`config.mk`:
```
export PLATFORM = sky130hd
export DESIGN_NAME = alu_ea_sequencer
export DESIGN_NICKNAME = d
export VERILOG_FILES = /design/src/rtl/alu_ea_sequencer.sv
export SDC_FILE = /design/constraint.sdc
export NUM_CORES = 1
export LEC_CHECK = 0
export CAP_MARGIN = 20
export CORE_ASPECT_RATIO = 0.7
export CORE_MARGIN = 1
export CORE_UTILIZATION = 35
export DETAILED_ROUTE_END_ITERATION = 12
export PLACE_DENSITY = 0.74
export SLEW_MARGIN = 20
export SYNTH_ARGS = -nofsm -noshare
export SYNTH_HDL_FRONTEND = slang
export SYNTH_SLANG_ARGS = --single-unit
```
`constraint.sdc`:
```
create_clock -name i_clk -period 2.1 [get_ports i_clk]
set_clock_uncertainty 0.05 [all_clocks]
set_input_delay 0.63 -clock i_clk [delete_from_list [all_inputs] [get_ports i_clk]]
set_output_delay 0.63 -clock i_clk [all_outputs]
set_load 0.01 [all_outputs]
```
`src/rtl/alu_ea_sequencer.sv`:
```
// Effective-address sequencer: time-shares the 8-bit ALU adder to form 16-bit
// indexed and relative-branch addresses in a low pass plus an optional high fix-up pass.
module alu_ea_sequencer #(
  parameter bit         ALWAYS_HI_PASS  = 1'b0,
  parameter logic [1:0] IDLE_CARRY_CODE = 2'b11
) (
  input  logic        i_clk,
  input  logic        i_rst,
  input  logic        i_start,
  input  logic [15:0] i_base,
  input  logic [7:0]  i_offset,
  input  logic        i_offset_signed,
  input  logic [7:0]  i_alu_sum,
  input  logic        i_alu_cout,
  output logic [7:0]  o_alu_a,
  output logic [7:0]  o_alu_b,
  output logic [1:0]  o_carry_mux_code,
  output logic        o_alu_own,
  output logic        o_busy,
  output logic        o_done,
  output logic [15:0] o_ea,
  output logic        o_page_cross
);

  typedef enum logic [1:0] {
    S_IDLE = 2'b00,
    S_LO   = 2'b01,
    S_HI   = 2'b10,
    S_DONE = 2'b11
  } state_t;

  state_t      r_state;
  state_t      w_next;
  logic [15:0] r_base;
  logic [7:0]  r_offset;
  logic        r_signed;
  logic        r_clo;
  logic [15:0] r_ea;
  logic        r_pc;
  logic        w_pc;
  logic        w_neg;
  logic [7:0]  w_alu_a;
  logic [7:0]  w_alu_b;
  logic [1:0]  w_code;
  logic        w_own;
  logic        w_busy;
  logic        w_done;

  // A negative displacement crosses a page when the low add does NOT carry.
  assign w_neg = r_signed & r_offset[7];
  assign w_pc  = w_neg ? ~i_alu_cout : i_alu_cout;

  always_comb begin
    w_next  = S_IDLE;
    w_alu_a = 8'h00;
    w_alu_b = 8'h00;
    w_code  = IDLE_CARRY_CODE;
    w_own   = 1'b0;
    w_busy  = 1'b0;
    w_done  = 1'b0;
    case (r_state)
      S_IDLE: begin
        w_next = i_start ? S_LO : S_IDLE;
      end
      S_LO: begin
        w_own   = 1'b1;
        w_busy  = 1'b1;
        w_alu_a = r_base[7:0];
        w_alu_b = r_offset;
        w_code  = 2'b01;
        w_next  = (w_pc || ALWAYS_HI_PASS) ? S_HI : S_DONE;
      end
      S_HI: begin
        w_own   = 1'b1;
        w_busy  = 1'b1;
        w_alu_a = r_base[15:8];
        w_alu_b = w_neg ? 8'hFF : 8'h00;
        w_code  = r_clo ? 2'b10 : 2'b01;
        w_next  = S_DONE;
      end
      S_DONE: begin
        w_busy = 1'b1;
        w_done = 1'b1;
        w_next = S_IDLE;
      end
      default: w_next = S_IDLE;
    endcase
  end

  always_ff @(posedge i_clk) begin
    if (i_rst) begin
      r_state  <= S_IDLE;
      r_base   <= 16'h0000;
      r_offset <= 8'h00;
      r_signed <= 1'b0;
      r_clo    <= 1'b0;
      r_ea     <= 16'h0000;
      r_pc     <= 1'b0;
    end else begin
      r_state <= w_next;
      case (r_state)
        S_IDLE: begin
          if (i_start) begin
            r_base   <= i_base;
            r_offset <= i_offset;
            r_signed <= i_offset_signed;
          end
        end
        S_LO: begin
          r_ea[7:0] <= i_alu_sum;
          r_clo     <= i_alu_cout;
          r_pc      <= w_pc;
          if (!(w_pc || ALWAYS_HI_PASS))
            r_ea[15:8] <= r_base[15:8];
        end
        S_HI: r_ea[15:8] <= i_alu_sum;
        default: ;
      endcase
    end
  end

  assign o_alu_a          = w_alu_a;
  assign o_alu_b          = w_alu_b;
  assign o_carry_mux_code = w_code;
  assign o_alu_own        = w_own;
  assign o_busy           = w_busy;
  assign o_done           = w_done;
  assign o_ea             = r_ea;
  assign o_page_cross     = r_pc;

endmodule
```
## Word level (Yosys, flattened, before mapping)

Cells that the tools add are included.

| storage, ports and cells | value |
|---|---|
| bits in registers | 45 |
| input bits | 37 |
| output and inout bits | 38 |
| word-level logic and storage cells | 34 |

| cells by class | value |
|---|---|
| equality and inequality tests | 4 |
| multiplexer cells | 14 |
| bitwise operators | 2 |
| reductions and logical operators | 6 |

Operators with widths:

| kind | number |
|---|---|
| 8-bit one-hot mux with 2 select lines | 3 |
| 8-bit 2-to-1 mux | 2 |
| 2-bit one-hot mux with 4 select lines | 1 |
| 1-bit 2-to-1 mux | 6 |
| 2-bit == test, second input constant | 2 |
| 2-bit one-hot mux with 2 select lines | 1 |
| 2-bit AND reduction | 2 |
| 3-bit OR reduction | 1 |
| 2-bit by 1-bit == test with 1-bit output, second input constant | 1 |
| 2-bit zero test | 1 |
| 2-bit 2-to-1 mux | 1 |
| 2-bit != test, second input constant | 1 |
| 2-bit nonzero test | 1 |
| 2-bit OR reduction | 1 |
| 1-bit bitwise AND | 1 |
| 1-bit inverter | 1 |

## Depth between registers and ports, before layout

| logic depth | value |
|---|---|
| depth in word-level cells | 4 |
| gate-level depth with buffers | 7 |
| mapped depth without buffers | 5 |

## Worst setup path after synthesis

Ideal clock, no wire load.

| path | value |
|---|---|
| path type | register -> output |
| start | reg r_state[0] |
| end | out o_alu_b[0] |
| data arrival time | 1.359 ns |
| data required time | 1.420 ns |
| path slack | 0.061 ns |
| cell stages (with the launch flop) | 6 |
| path buffers | 1 |
| path through | dfxtp_1 inv_1 ha_1 buf_2 nand3_1 a21boi_0 |

| on the way | value |
|---|---|
| word-level cells in the longest chain between the ends | 2 |
| elaborated cells between the ends (all ways) | 3 |
| classes of those cells | eq/ne (2); mux (1) |

RTL lines:

| what | RTL line | source |
|---|---|---|
| start, declared | 32 | `state_t r_state;` |
| start signal, assigned | 100 | `r_state <= w_next;` |
| 2-bit == test / 2-bit by 1-bit == test with 1-bit output (equally long branches) | 61 | `case (r_state)` |
| 8-bit one-hot mux with 2 select lines (*) | 61 |  |
| end, declared | 16 | `output logic [7:0] o_alu_b,` |

Mark *: on every way between the ends. The rest lies on a longest branch, timed or not.

## Worst setup path in the final report

| path | value |
|---|---|
| start | reg r_state[0] |
| end | out o_alu_a[6] |

| on the way | value |
|---|---|
| word-level cells in the longest chain between the ends | 2 |
| elaborated cells between the ends (all ways) | 3 |
| classes of those cells | eq/ne (2); mux (1) |

RTL lines:

| what | RTL line | source |
|---|---|---|
| 2-bit == test / 2-bit by 1-bit == test with 1-bit output (equally long branches) | 61 |  |
| 8-bit one-hot mux with 2 select lines (*) | 61 |  |
| end, declared | 15 | `output logic [7:0] o_alu_a,` |

Marked as above.

==> out/results.tsv <==
stage	metric	value	unit
run_status	status	finished, violations left	
run_status	failing checks	setup timing	
synth	top cells by area, synth	dfxtp_1 44%, nand2_1 11%, mux2i_1 8.4%, a21oi_1 6.2%, a311oi_1 4.3%	
sta	Slew headroom	64.0	%
worst_setup_path	Critical Path RT	1420	ps
worst_setup_path	CP Capture Type	output port	
cells_and_area	commonest non-fill, non-tap cell in the layout	nand2_1	
synth	flops & latches, synth	45	
clock_tree	worst skew pair latency	300	ps
placement	placed instance count	388	
die	die height	65.7	µm
die	Die Area	6100	µm²
synth	Synth Area in Simple Gates	18.1	%
drt	drt drc	0	
cells_and_area	area grow syn2layout	58.5	%
drt	Routed Antenna Nets	0	
pwr	Flop pwr share	31.5	%
drt	Via density	5.01	
synth	count of different cell masters after synthesis	23	
grt	vias in the first global route	1988	
flow_run	MaxCap Viol Count	0	
pwr	NetSw	1330	µW
placement	Port Buffers	74	
cells_and_area	share of cells above drive strength 1	26.3	%
placement	placed inst area	2940	µm²
sta	Final Slew Violations	0	
sta	# setup viols final	14	
synth	Synth Area in Compound Gates	21.0	%
synth	sequential share of the synthesized area	44.4	%
pwr	clock network power share	17.6	%
grt	global-route wire length before repair	9460	µm
drt	Max Used Layer	met4	
synth	area leader, netlist	dfxtp_1	
worst_setup_path	cell family with most CP delay	flip-flops	
synth	Syn Nets	281	
synth	Synth Area in Adders	3.09	%
grt	largest net degree at the start of global routing	30	
cells_and_area	fin area	3210	µm²
clock_tree	CTS tree	yes	
drt	Vias	1998	
worst_setup_path	CP Cell Sequence	inv_4, ha_4, buf_6, nor2b_2, buf_2	
sta	Max Clock Freq	0.464	GHz
synth	Synth Warn #	0	
synth	post-synthesis mux area share	8.40	%
worst_setup_path	largest stage delay on the critical path	390	ps
drt	met3 WL	421	µm
drt	Pre-antenna DRT Iters	4	
drt	routed wire length	5880	µm
clock_tree	CTS clk-pin slew, worst paths	80	ps
sta	setup ws final	-54.7	ps
sta	final hold violation count	0	
synth	Yosys top cell area share	44.4	%
min_path	Hold Path Class	reg -> reg	
drt	met1 WL	2780	µm
synth	Post-Synth XOR/XNOR Area	0	%
sta	Slew @ Worst Pin	539	ps
synth	Avg Synthesized Cell Area	8.48	µm²
clock_tree	CTS Hold Bufs	0	
die	Starting Density	37.6	%
pwr	combinational power share	50.9	%
clock_tree	CTS root buffer	clkbuf_8	
die	Core ar.	5400	µm²
drt	wire per inst	14.7	µm
worst_setup_path	Worst Path Class, Setup	reg -> out	
worst_setup_path	CP Launch Type	flop	
worst_setup_path	Slowest cell on crit path	dfxtp_4	
clock_tree	clock buffer depth	2	
cells_and_area	final core utilization	59.5	%
grt	initial antenna violation count	0	
placement	dpl hpwl	4150	µm
worst_setup_path	crit path DAT	1470	ps
drt	Initial DRC Count	89	
clock_tree	number of clock sinks	45	
cells_and_area	number of antenna diodes	0	
pwr	PwrDens	1190	nW/µm²
placement	GP Congestion	0.822	
pwr	Pleak	0.00119	µW
clock_tree	CTS Buf Count	5	
sta	Tmin final	2150	ps
cells_and_area	final net count	368	
die	row count	22	
synth	cell count after synthesis	239	
worst_setup_path	CP Max Fanout	8	
die	Die Span X	93.0	µm
cells_and_area	most frequent cells in the layout	60 x nand2_1, 52 x clkdlybuf4s50_1, 43 x dfxtp_1	
pwr	Max IR drop VDD	0.359	mV
synth	largest family of logic cells by synthesized area	compound AO/OA/AOI/OAI gates	
pwr	P_int	2490	µW
drt	met2 WL	2610	µm
sta	unrepaired setup endpoints after global routing	true	
grt	GR Overflow Total	0	
die	Ports	75	
worst_setup_path	Critical path buffers and inverters	3	
grt	GRT Total Usage	20.2	%
pwr	sw frac	34.8	%
sta	Final Cycle Share	103	%
synth	synthesized area	2030	µm²
clock_tree	H-tree levels	2	
cells_and_area	Non-Filler Instances	399	
[synth_stat cells (all sizes together)]
master  count
nand2      60
dfxtp      45
a21oi      25
mux2i      17
nor2       11
a311oi     10
buf        10
clkbuf     10
nor2b      10
a211oi      8
a21boi      8
a22oi       8
ha          5
inv         3
nand3b      2
a21bo       1
a31o        1
and2        1
nand2b      1
nand3       1
nor3        1
o21ai       1
[final timing paths]
check | start | to | slack [ps] | depth (start not counted)
max | r_state[0] | o_alu_a[6] | -50 | 5
min | r_offset[1] | r_offset[1] | 410 | 2
max reg2reg | r_state[1] | o_ea[15] | 220 | 7
min reg2reg | r_offset[1] | r_offset[1] | 410 | 2
[per-layer routing]
layer	global-route usage [%]	vias up
li1	-	994
met4	6.35	0
met2	32.2	75
met3	4.63	8
met1	27.3	921
met5	0	-
[area by class of cell]
class / instances / area [µm²]
fillers: 481 / 2180
clock buffers: 7 / 86.3
flip-flops and latches: 45 / 908
clock inverters: 1 / 30.0
inverters: 3 / 16.3
multi-input cells: 171 / 1190
well taps: 72 / 90.1
repair buffers: 100 / 891
[power groups by stage]
stage	Sequential, µW	Clock, µW	Combinational (µW)
final	1200	674	1940
after global placement	1180	0	1660
after detailed placement	1190	0	1690
after global routing	1230	724	2100
after CTS	1200	691	1850
after floorplan	1210	0	883
[worst reg2reg max path, cell delays in order, from the launching register on]
cell	delay [ps]
dfxtp_4	380
buf_6	100
ha_4	160
buf_8	150
buf_4	210
nor2b_2	390
a311oi_1	120
a211oi_1	240
[timing repair]
action | in CTS | in global routing
setup buffers | 2 | 1
setup endpoints to repair | 21 | 27
endpoints found under the hold margin | 0 | 0
resized for setup | 129 | 13
pin swaps | 5 | 6
[stage by stage]
stage	hold WS (ps)	power (µW)	setup TNS [ps]	setup slack (ps)
6_report	409	3820	-417	-54.7
5_1_grt	425	4050	-1220	-104
4_1_cts	411	3740	-340	-65.0
3_5_place_dp	397	2880	-5070	-333
3_3_place_gp	395	2850	-4390	-311
2_1_floorplan	386	2090	0	60.7
[state kept, by name, summed over array words and instances (netlist names)]
name and count:
o_page_cross 1, r_state 2, r_signed 1, r_base 16
r_clo 1, o_ea 16, r_offset 8
[logic make-up (layout without fill, tap and decap cells)]
logic type	after synthesis	count (layout)
mux	17	17
compound gates	62	62
flops	45	45
fa+ha+maj	5	5
simple gates	87	87
buf+inv	23	111
(Power assumes the default switching activity.)
